--- src/rtl/decoder_pkg.sv ---
// Shared decode types for the CSR path: funct3 operation encoding,
// controller FSM states and small operation-classification helpers.
package decoder_pkg;

  // CSR instruction funct3 encoding
  typedef enum logic [2:0] {
    CSRRW  = 3'b001,
    CSRRS  = 3'b010,
    CSRRC  = 3'b011,
    CSRRWI = 3'b101,
    CSRRSI = 3'b110,
    CSRRCI = 3'b111
  } csr_t;

  // Access controller states
  typedef enum logic [1:0] {
    IDLE  = 2'd0,
    ISSUE = 2'd1,
    RESP  = 2'd2,
    FAULT = 2'd3
  } csr_ctrl_state_t;

  // Slot operation that captures old without modifying the register
  localparam logic [2:0] CSR_OP_READ = 3'b000;

  // funct3 values 000 and 100 are not CSR instructions
  function automatic logic op_is_valid(input logic [2:0] op);
    return op[1:0] != 2'b00;
  endfunction

  // Set/clear family (CSRRS/CSRRC/CSRRSI/CSRRCI)
  function automatic logic op_is_set_clr(input logic [2:0] op);
    return op[1];
  endfunction

endpackage

--- src/rtl/csr_access_ctrl_if.sv ---
// Request, slot-broadcast and writeback signals of the CSR access controller.
// master: the controller itself; slave: decoder / slots / register file side.
interface csr_access_ctrl_if #(
  parameter int NumCsr = 8
);
  logic                   req_valid;
  logic                   req_ready;
  logic [11:0]            req_addr;
  logic [2:0]             req_op;
  logic [4:0]             req_rs1;
  logic [4:0]             req_rd;
  logic [31:0]            req_in;

  logic [NumCsr-1:0]      csr_en;
  logic [2:0]             csr_op;
  logic [4:0]             csr_rs1;
  logic [4:0]             csr_rd;
  logic [31:0]            csr_in;
  logic [NumCsr-1:0][31:0] csr_old;

  logic                   wb_valid;
  logic                   wb_ready;
  logic [4:0]             wb_rd;
  logic [31:0]            wb_data;
  logic                   illegal;

  modport master (
    input  req_valid, req_addr, req_op, req_rs1, req_rd, req_in,
    output req_ready,
    output csr_en, csr_op, csr_rs1, csr_rd, csr_in,
    input  csr_old,
    output wb_valid, wb_rd, wb_data,
    input  wb_ready,
    output illegal
  );

  modport slave (
    output req_valid, req_addr, req_op, req_rs1, req_rd, req_in,
    input  req_ready,
    input  csr_en, csr_op, csr_rs1, csr_rd, csr_in,
    output csr_old,
    input  wb_valid, wb_rd, wb_data,
    output wb_ready,
    input  illegal
  );
endinterface

--- src/rtl/csr_addr_decode.sv ---
// Combinational CSR address decode: one-hot slot select and hit flag.
// The offset uses 12-bit wrap-around, so addresses below AddrBase miss.
module csr_addr_decode #(
  parameter int          NumCsr   = 8,
  parameter logic [11:0] AddrBase = 12'h300
) (
  input  logic [11:0]       addr_i,
  output logic [NumCsr-1:0] sel_o,
  output logic              hit_o
);

  logic [11:0] offset;

  assign offset = addr_i - AddrBase;

  generate
    for (genvar gi = 0; gi < NumCsr; gi++) begin : g_sel
      assign sel_o[gi] = (offset == 12'(gi));
    end
  endgenerate

  assign hit_o = |sel_o;

endmodule

--- src/rtl/csr_access_ctrl.sv ---
// CSR access controller: accepts one CSR instruction at a time, pulses the
// selected slot enable for one cycle, and returns the slot's old value as a
// register-file writeback. Illegal accesses produce a one-cycle pulse.
// Optional build macro CSR_RO_CHECK_EN: faults writes to addresses whose
// bits [11:10] are 2'b11 (read-only CSR space).
module csr_access_ctrl
  import decoder_pkg::*;
#(
  parameter int          NumCsr   = 8,
  parameter logic [11:0] AddrBase = 12'h300
) (
  input logic                clk,
  input logic                reset,
  csr_access_ctrl_if.master  bus
);

  csr_ctrl_state_t   state_q, state_d;
  logic [NumCsr-1:0] sel_q, sel_d;
  logic [2:0]        op_q, op_d;
  logic [4:0]        rs1_q, rs1_d;
  logic [4:0]        rd_q, rd_d;
  logic [31:0]       in_q, in_d;

  logic [NumCsr-1:0] dec_sel;
  logic              dec_hit;
  logic              req_fire;
  logic              req_read_only;
  logic              ro_violation;
  logic              req_illegal;

  csr_addr_decode #(
    .NumCsr   (NumCsr),
    .AddrBase (AddrBase)
  ) u_decode (
    .addr_i (bus.req_addr),
    .sel_o  (dec_sel),
    .hit_o  (dec_hit)
  );

  // Set/clear with a zero source neither sets nor clears anything
  assign req_read_only = op_is_set_clr(bus.req_op) && (bus.req_rs1 == 5'd0);

`ifdef CSR_RO_CHECK_EN
  assign ro_violation = (bus.req_addr[11:10] == 2'b11) && !req_read_only;
`else
  assign ro_violation = 1'b0;
`endif

  assign req_illegal = !dec_hit || !op_is_valid(bus.req_op) || ro_violation;

  // Ready is held low while reset is asserted, even though state is IDLE
  assign bus.req_ready = (state_q == IDLE) && !reset;
  assign req_fire      = bus.req_valid && bus.req_ready;

  // Broadcasts always show the registered request
  assign bus.csr_op  = op_q;
  assign bus.csr_rs1 = rs1_q;
  assign bus.csr_rd  = rd_q;
  assign bus.csr_in  = in_q;
  assign bus.wb_rd   = rd_q;

  // State and captured-request registers
  always_ff @(posedge clk) begin
    if (reset) begin
      state_q <= IDLE;
      sel_q   <= '0;
      op_q    <= CSR_OP_READ;
      rs1_q   <= '0;
      rd_q    <= '0;
      in_q    <= '0;
    end else begin
      state_q <= state_d;
      sel_q   <= sel_d;
      op_q    <= op_d;
      rs1_q   <= rs1_d;
      rd_q    <= rd_d;
      in_q    <= in_d;
    end
  end

  // Next-state, request capture and per-state outputs
  always_comb begin
    state_d      = state_q;
    sel_d        = sel_q;
    op_d         = op_q;
    rs1_d        = rs1_q;
    rd_d         = rd_q;
    in_d         = in_q;
    bus.csr_en   = '0;
    bus.wb_valid = 1'b0;
    bus.wb_data  = '0;
    bus.illegal  = 1'b0;

    case (state_q)
      IDLE: begin
        if (req_fire) begin
          sel_d   = dec_sel;
          op_d    = req_read_only ? CSR_OP_READ : bus.req_op;
          rs1_d   = bus.req_rs1;
          rd_d    = bus.req_rd;
          in_d    = bus.req_in;
          state_d = req_illegal ? FAULT : ISSUE;
        end
      end
      ISSUE: begin
        bus.csr_en = sel_q;
        state_d    = (rd_q != 5'd0) ? RESP : IDLE;
      end
      RESP: begin
        // No slot is enabled here, so csr_old is stable
        bus.wb_valid = 1'b1;
        for (int i = 0; i < NumCsr; i++) begin
          if (sel_q[i]) bus.wb_data = bus.wb_data | bus.csr_old[i];
        end
        if (bus.wb_ready) state_d = IDLE;
      end
      FAULT: begin
        bus.illegal = 1'b1;
        state_d     = IDLE;
      end
      default: state_d = IDLE;
    endcase
  end

endmodule

--- src/flat_wrapper.sv ---
// flat-port wrapper written by rule: the top's interface ports become plain ports
module csr_access_ctrl_flat import decoder_pkg::*;
#(
  parameter int          NumCsr   = 8,
  parameter logic [11:0] AddrBase = 12'h300
)
  (clk, reset, bus_req_valid, bus_req_addr, bus_req_op, bus_req_rs1, bus_req_rd, bus_req_in, bus_req_ready, bus_csr_en, bus_csr_op, bus_csr_rs1, bus_csr_rd, bus_csr_in, bus_csr_old, bus_wb_valid, bus_wb_rd, bus_wb_data, bus_wb_ready, bus_illegal);
  csr_access_ctrl_if #(.NumCsr(NumCsr)) bus_i ();
  input logic clk;
  input logic reset;
  input wire logic [$bits(bus_i.req_valid)-1:0] bus_req_valid;
  input wire logic [$bits(bus_i.req_addr)-1:0] bus_req_addr;
  input wire logic [$bits(bus_i.req_op)-1:0] bus_req_op;
  input wire logic [$bits(bus_i.req_rs1)-1:0] bus_req_rs1;
  input wire logic [$bits(bus_i.req_rd)-1:0] bus_req_rd;
  input wire logic [$bits(bus_i.req_in)-1:0] bus_req_in;
  output wire logic [$bits(bus_i.req_ready)-1:0] bus_req_ready;
  output wire logic [$bits(bus_i.csr_en)-1:0] bus_csr_en;
  output wire logic [$bits(bus_i.csr_op)-1:0] bus_csr_op;
  output wire logic [$bits(bus_i.csr_rs1)-1:0] bus_csr_rs1;
  output wire logic [$bits(bus_i.csr_rd)-1:0] bus_csr_rd;
  output wire logic [$bits(bus_i.csr_in)-1:0] bus_csr_in;
  input wire logic [$bits(bus_i.csr_old)-1:0] bus_csr_old;
  output wire logic [$bits(bus_i.wb_valid)-1:0] bus_wb_valid;
  output wire logic [$bits(bus_i.wb_rd)-1:0] bus_wb_rd;
  output wire logic [$bits(bus_i.wb_data)-1:0] bus_wb_data;
  input wire logic [$bits(bus_i.wb_ready)-1:0] bus_wb_ready;
  output wire logic [$bits(bus_i.illegal)-1:0] bus_illegal;
  assign bus_i.req_valid = bus_req_valid;
  assign bus_i.req_addr = bus_req_addr;
  assign bus_i.req_op = bus_req_op;
  assign bus_i.req_rs1 = bus_req_rs1;
  assign bus_i.req_rd = bus_req_rd;
  assign bus_i.req_in = bus_req_in;
  assign bus_req_ready = bus_i.req_ready;
  assign bus_csr_en = bus_i.csr_en;
  assign bus_csr_op = bus_i.csr_op;
  assign bus_csr_rs1 = bus_i.csr_rs1;
  assign bus_csr_rd = bus_i.csr_rd;
  assign bus_csr_in = bus_i.csr_in;
  assign bus_i.csr_old = bus_csr_old;
  assign bus_wb_valid = bus_i.wb_valid;
  assign bus_wb_rd = bus_i.wb_rd;
  assign bus_wb_data = bus_i.wb_data;
  assign bus_i.wb_ready = bus_wb_ready;
  assign bus_illegal = bus_i.illegal;
  csr_access_ctrl #(.NumCsr(NumCsr), .AddrBase(AddrBase)) u_core (.clk(clk), .reset(reset), .bus(bus_i));
endmodule
--- config.mk ---
export PLATFORM = sky130hd
export DESIGN_NAME = csr_access_ctrl_flat
export DESIGN_NICKNAME = d
export VERILOG_FILES = /design/src/rtl/decoder_pkg.sv /design/src/rtl/csr_access_ctrl_if.sv /design/src/rtl/csr_addr_decode.sv /design/src/rtl/csr_access_ctrl.sv /design/src/flat_wrapper.sv
export SDC_FILE = /design/constraint.sdc
export NUM_CORES = 1
export LEC_CHECK = 0
export CORE_AREA = 4 4 156 158
export DETAILED_ROUTE_END_ITERATION = 10
export DIE_AREA = 0 0 160 162
export PLACE_DENSITY = 0.57
export SETUP_SLACK_MARGIN = 0.4
export SLEW_MARGIN = 20
export SYNTH_ARGS = -nofsm -noshare
export SYNTH_HDL_FRONTEND = slang
export SYNTH_SLANG_ARGS = --single-unit
--- constraint.sdc ---
create_clock -name clk -period 2.1 [get_ports clk]
set_input_delay 0.42 -clock clk [delete_from_list [all_inputs] [get_ports clk]]
set_output_delay 0.42 -clock clk [all_outputs]
set_load 0.005 [all_outputs]
==> reports/qor.yml, run 1 <==
sta:
  rsz0062_at_grt: "yes"
  worst_pin_slew_ns: 0.404
  whs_ns: 0.449
  fmax_mhz: 491
  relSlewSlack: 0.731
  skew_ns: 0.00756
  slew_viol_final: 0
  min_period_over_period: 0.970
  finalCriticalPeriod_ns: 2.04
  hold_viol_final: 0
  setup_violations: 0
clocking:
  numCtsBuffers: 5
  insertion_delay_ns: 0.30
  h-tree-depth: 2
  cts_tree: "yes"
  cts_root_buffer: "clkbuf_16"
  cts.path.max_buffers: 2
  clkSinkCount: 55
  cts.clk_slew.worst_paths_ns: 0.07
drt:
  wl_um: 29000
  post_drt_wl_per_cell_um: 23.4
  vias: 5914
  detail-route-antenna-nets: 0
  route.met3.wl_um: 2110
  drc_errors: 0
  wl_met1_um: 12000
  drtIter0Drc: 453
  route.top_layer_used: "met5"
  met2_wirelength_um: 13700
  vias_per_cell: 4.77
  first_pass_iters: 4
place:
  dpl.hpwl_um: 20900
  place_congestion: 0.898
  io_buffers: 409
setup_path:
  crit_path_start_kind: "register"
  critPathLaunch: "u_core.sel_q[2]"
  end_kind: "primary output"
  crit_arrival_ns: 1.62
  cp_max_fo: 14
  reg2reg_slack_ns: 0.34
  worstReg2RegEnd: "u_core.bus.csr_in[4]"
  crit_required_ns: 1.68
  worstSetupPathType: "reg2out"
  r2r_start: "u_core.state_q[1]"
  r2r_cells: 9
hold_path:
  hold_start: "u_core.bus.csr_in[15]"
  whs_path_depth: 2
  hold-path-endpoint: "u_core.bus.csr_in[15]"
  hold_path_class: "reg2reg"
logic_synthesis:
  ys_top_cells_by_area: "dfxtp_1, a22oi_1, nand2_1, a41oi_1, o21ai_0"
  synth-seq-cells: 55
  synthTopCellsByCount: "a22oi_1, nand2_1, dfxtp_1"
  synth_cell_types: 36
  syn_area_um2: 3520
  synth_edf_count: 0
  yosysTopAreaCell: "dfxtp_1"
  avgSynthCellArea_um2: 7.72
  syn_nets: 773
  ys.flop_type: "dfxtp_1"
  post-synth-top-area-fraction: 0.313
  synthCells: 456
  ys_seq_area_frac: 0.313
  synthMostInstantiatedCell: "a22oi_1"
  synth_warnings: 0
  async_flop_share: 0
layout:
  syn2layout_area_growth_pct: 199
  final_net_count: 1261
  final_util: 0.454
  drive_above_1_share: 0.388
floorplanning:
  die_h_um: 162
  io_pins: 410
  die_width_um: 160
  dieArea_um2: 25900
  core_area_um2: 23100
  start_util: 0.152
  num_rows: 56
pwr:
  power_per_cell_area_nw_per_um2: 338
  leakage_uw: 0.00366
  vdd_drop_max_uv: 409
job:
  cap_violations: 0
global_route:
  grt_max_degree: 25
  grtUsageTotal: 0.204
  antenna_found_initial: 5
  grt_pass1_wl_um: 40400
  grt_pass1_vias: 6115
  grt_overflow: 0
status:
  status: "finished clean"
-- cell usage in the layout, fill, tap and decap left out, drive strengths merged, types with 8 or more instances in the layout --
cell type      count
dfxtp             55
a22oi            128
a41oi             32
buf              162
dlygate4sd2       11
o21ai             44
and2               9
inv                8
clkbuf            14
nand2             88
clkdlybuf4s50    353
-- report_power, final --
| part | switching, uW | leakage, uW | internal, uW |
|---|---|---|---|
| registers | 50.2 | 0.000459 | 1120 |
| logic | 450 | 0.00312 | 929 |
| clock network | 406 | 0.0000875 | 601 |
| total | 906 | 0.00366 | 2650 |
-- state kept, by name, summed over array words and instances, names as in the netlist --
name	flops
u_core.bus.csr_in	32
u_core.sel_q	8
u_core.bus.csr_rd	5
u_core.bus.csr_rs1	5
u_core.bus.csr_op	3
u_core.state_q	2
-- cells by family (layout without fill, tap and decap cells) --
group,after synthesis,count (layout),synth area share
AO/OA/AOI/OAI,219,219,0.451
buffers and inverters,64,553,0.0846
flip-flops,55,55,0.313
other,0,4,0
AND/OR/NAND/NOR,118,118,0.151
-- worst max-delay path, stage by stage (launching register included) --
cell and delay (ns):
dfxtp_2 0.34, buf_12 0.12, buf_12 0.14, a22oi_2 0.36, a41oi_2 0.18, buf_2 0.16
-- metrics by stage --
| step | area, um^2 | setup TNS [ns] | total power [uW] | cells | setup WS (ns) |
|---|---|---|---|---|---|
| after floorplan | 3520 | 0 | 1370 | 456 | 0.442 |
| after global placement | 8360 | -6.78 | 2230 | 1161 | -0.519 |
| after detailed placement | 8360 | -7.12 | 2230 | 1161 | -0.488 |
| after CTS | 9690 | 0 | 3440 | 1217 | 0.111 |
| after global routing | 10500 | 0 | 3700 | 1238 | 0.0907 |
| final | 10500 | 0 | 3550 | 1239 | 0.0629 |
-- final cells by class --
class	count	area [um^2]
multi-input cells	337	3010
clock inverters	2	38.8
clock buffers	6	139
flip-flops and latches	55	1130
repair buffers	537	5770
well taps	290	363
fillers	2186	12600
diodes	4	10.0
inverters	8	37.5
-- layer usage --
layer | up-vias | track usage
met3 | 60 | 0.0535
li1 | 2761 | -
met5 | - | 0
met4 | 2 | 0.0759
met2 | 311 | 0.333
met1 | 2780 | 0.259
-- timing repair --
action,4_1_cts,5_1_grt
gates resized for setup,339,158
pin swaps,53,57
hold buffers,0,0
buffers inserted,36,11
setup endpoints to repair,99,89
hold endpoints to repair,0,0
cloned,12,7
-- worst max path at each step --
stage	cells after the start	to	slack (ns)
3_3_place_gp	4	bus_wb_data[15]	-0.52
3_5_place_dp	4	bus_wb_data[15]	-0.49
4_1_cts	5	bus_wb_data[24]	0.11
5_1_grt	5	bus_wb_data[24]	0.09
2_1_floorplan	3	u_core.sel_q[1]	0.44
6_report	5	bus_wb_data[24]	0.06
Power figures use the tool's default switching activity.
==> inputs of run 2 (changes only) <==
==> constraint.sdc (replaced) <==
create_clock -name clk -period 2.1 [get_ports clk]
set_input_delay 0.42 -clock clk [delete_from_list [all_inputs] [get_ports clk]]
set_output_delay 0.42 -clock clk [all_outputs]
set_load 0.05 [all_outputs]
==> run 2 against run 1 <==
Effect of this change: sequential power hardly changed; critical path depth stayed put; hold slack better by 0.0044 ns; fmax is 0.96% higher; clock-buffer cell count is 1 lower; via count is 4.5% lower; clock power is 14% lower; utilization is 0.38 points higher; sequential cell count stayed put; non-clock buffer count is 44 lower; largest power group unchanged; highest routed layer is now met4.
==> reports/qor.yml, run 2 (synthesis results as in run 1) <==
drt:
  first_pass_iters: 4  # unchanged
  vias_per_cell: 4.72  # was 4.77
  wl_um: 28900  # was 29,000 um
  post_drt_wl_per_cell_um: 24.1  # was 23.4 um
  vias: 5649  # was 5,914
  drc_errors: 0  # unchanged
  drtIter0Drc: 233  # was 453
  detail-route-antenna-nets: 0  # unchanged
setup_path:
  path_cells: "buf_12 -> buf_4 -> a22oi_2 -> a41oi_4 -> buf_12"  # was buf_12 -> buf_12 -> a22oi_2 -> a41oi_2 -> buf_2
  r2r_start: "u_core.state_q[0]"  # was u_core.state_q[1]
  slowest_delay_ns: 0.39  # was 0.36 ns
  path_common_cell: "buf_12"  # unchanged
  crit_path_start_kind: "register"  # unchanged
  reg2reg_slack_ns: 0.27  # was 0.34 ns
  cp_max_fo: 8  # was 14
  crit_required_ns: 1.68  # about the same
  crit_arrival_ns: 1.60  # was 1.62 ns
  worstSetupPathType: "reg2out"  # unchanged
  r2r_cells: 6  # was 9
  worstReg2RegEnd: "u_core.sel_q[5]"  # was u_core.bus.csr_in[4]
  end_kind: "primary output"  # unchanged
  slowest_stage: "dfxtp_4"  # was a22oi_2
layout:
  final_net_count: 1218  # was 1,261
  multi_input_area_um2: 3180  # was 3010 um^2
  largest_register_ffs: 32  # unchanged
  layout_commonest_cell: "clkdlybuf4s50_1"  # unchanged
  syn2layout_area_growth_pct: 201  # was 199%
  drive_above_1_share: 0.312  # was 0.388
  seqCellArea_um2: 1140  # was 1130 um^2
  final_util: 0.458  # was 0.454
  final_cell_mix: "clkdlybuf4s50_1, nand2_1, a22oi_2, buf_12, a22oi_1"  # was clkdlybuf4s50_1, a22oi_2, nand2_1, buf_4, dfxtp_1
  fillers: 2190  # was 2,186
sta:
  finalCriticalPeriod_ns: 2.02  # was 2.04 ns
  hold_viol_final: 0  # unchanged
  slew_viol_final: 0  # unchanged
  setup_violations: 0  # unchanged
  worst_pin_slew_ns: 0.757  # was 0.404 ns
  relSlewSlack: 0.495  # was 0.731
  rsz0062_at_grt: "yes"  # unchanged
  fmax_mhz: 496  # was 491 MHz
  min_period_over_period: 0.961  # was 0.970
  skew_ns: 0.0127  # was 0.00756 ns
global_route:
  grt_util_met3: 0.0563  # was 0.0535
  grt_overflow: 0  # unchanged
  use_met1: 0.226  # was 0.259
  grtUsageTotal: 0.196  # was 0.204
  grt_busiest_layer: "met2"  # unchanged
  grt_use_met2: 0.350  # was 0.333
  grt_pass1_vias: 5978  # was 6,115
  antenna_found_initial: 5  # unchanged
  grt_pass1_wl_um: 38600  # was 40,400 um
  grt_max_degree: 34  # was 25
clocking:
  numCtsBuffers: 5  # unchanged
  cts_root_buffer: "clkbuf_16"  # unchanged
  clkSinkCount: 55  # unchanged
  h-tree-depth: 2  # unchanged
  cts.clk_slew.worst_paths_ns: 0.08  # was 0.07 ns
  insertion_delay_ns: 0.31  # was 0.30 ns
  cts.path.max_buffers: 2  # unchanged
  cts_tree: "yes"  # unchanged
hold_path:
  hold_start: "u_core.bus.csr_in[26]"  # was u_core.bus.csr_in[15]
  hold_path_class: "reg2reg"  # unchanged
  whs_path_depth: 2  # unchanged
  hold-path-endpoint: "u_core.bus.csr_in[26]"  # was u_core.bus.csr_in[15]
status:
  status: "finished clean"  # unchanged
job:
  cap_violations: 0  # unchanged
floorplanning:
  dieArea_um2: 25900  # unchanged
  die_width_um: 160  # unchanged
  num_rows: 56  # unchanged
  core_area_um2: 23100  # unchanged
  die_h_um: 162  # unchanged
  start_util: 0.152  # unchanged
  io_pins: 410  # unchanged
pwr:
  leakage_uw: 0.00354  # was 0.00366 uW
  power_per_cell_area_nw_per_um2: 337  # was 338 nW/um^2
  total_power_uw: 3570  # was 3550 uW
  vdd_drop_max_uv: 427  # was 409 uV
place:
  place_congestion: 0.832  # was 0.898
  dpl.hpwl_um: 20000  # was 20,900 um
  io_buffers: 409  # unchanged
[run 2: timing repair]
item,CTS,global route
setup buffers,14,14
endpoints found under the setup margin,146,81
hold buffers,0,0
cloned,7,9
pin swaps,18,23
gates resized for setup,151,60
hold endpoints to repair,0,0
[run 2: metal layers]
layer | vias up | part of all wire
met5 | - | 0
met4 | 0 | 0.024
met3 | 31 | 0.074
met2 | 265 | 0.51
met1 | 2679 | 0.40
li1 | 2674 | -
[run 2: metrics by stage]
| stage | worst slack [ns] | TNS [ns] | hold slack [ns] | std cells | area, um^2 |
|---|---|---|---|---|---|
| 2_1_floorplan | 0.341 | 0 | 0.512 | 456 | 4200 |
| 3_3_place_gp | -0.0228 | -0.118 | 0.440 | 1140 | 9220 |
| 3_5_place_dp | -0.0619 | -0.246 | 0.444 | 1140 | 9220 |
| 4_1_cts | 0.0612 | 0 | 0.457 | 1169 | 10100 |
| 5_1_grt | 0.0512 | 0 | 0.475 | 1197 | 10600 |
| 6_report | 0.0822 | 0 | 0.453 | 1197 | 10600 |
[run 2: critical path, delay by kind of cell (launching register included)]
kind                   cells  cell delay, ns
buffers and inverters      3            0.47
AO/OA/AOI/OAI              2            0.42
flip-flops                 1            0.39
[run 2: where the power goes]
| group | leakage (uW) | switching (uW) | internal (uW) | total [uW] |
|---|---|---|---|---|
| Combinational | 0.00301 | 708 | 830 | 1540 |
| Clock | 0.0000720 | 417 | 454 | 871 |
| Sequential | 0.000458 | 45.8 | 1110 | 1160 |
| Total | 0.00354 | 1170 | 2390 | 3570 |
[run 2: worst max path at each step]
stage / from / to / slack (ns)
5_1_grt: u_core.sel_q[5] / bus_wb_data[13] / 0.05
2_1_floorplan: u_core.sel_q[2] / bus_wb_data[15] / 0.34
6_report: u_core.sel_q[3] / bus_wb_data[5] / 0.08
4_1_cts: u_core.sel_q[5] / bus_wb_data[13] / 0.06
3_5_place_dp: bus_req_addr[5] / u_core.sel_q[1] / -0.06
3_3_place_gp: bus_req_addr[5] / u_core.sel_q[1] / -0.02
[run 2: area by class of cell]
class                      count  share of cell area
sequential                    55               0.107
timing repair buffer         493               0.537
clock inverter                 3             0.00260
clock buffer                   5              0.0118
multi-input combinational    337               0.300
timing repair inverter         1            0.000827
antenna                        5             0.00118
inverter                       8             0.00425
tap                          290              0.0343
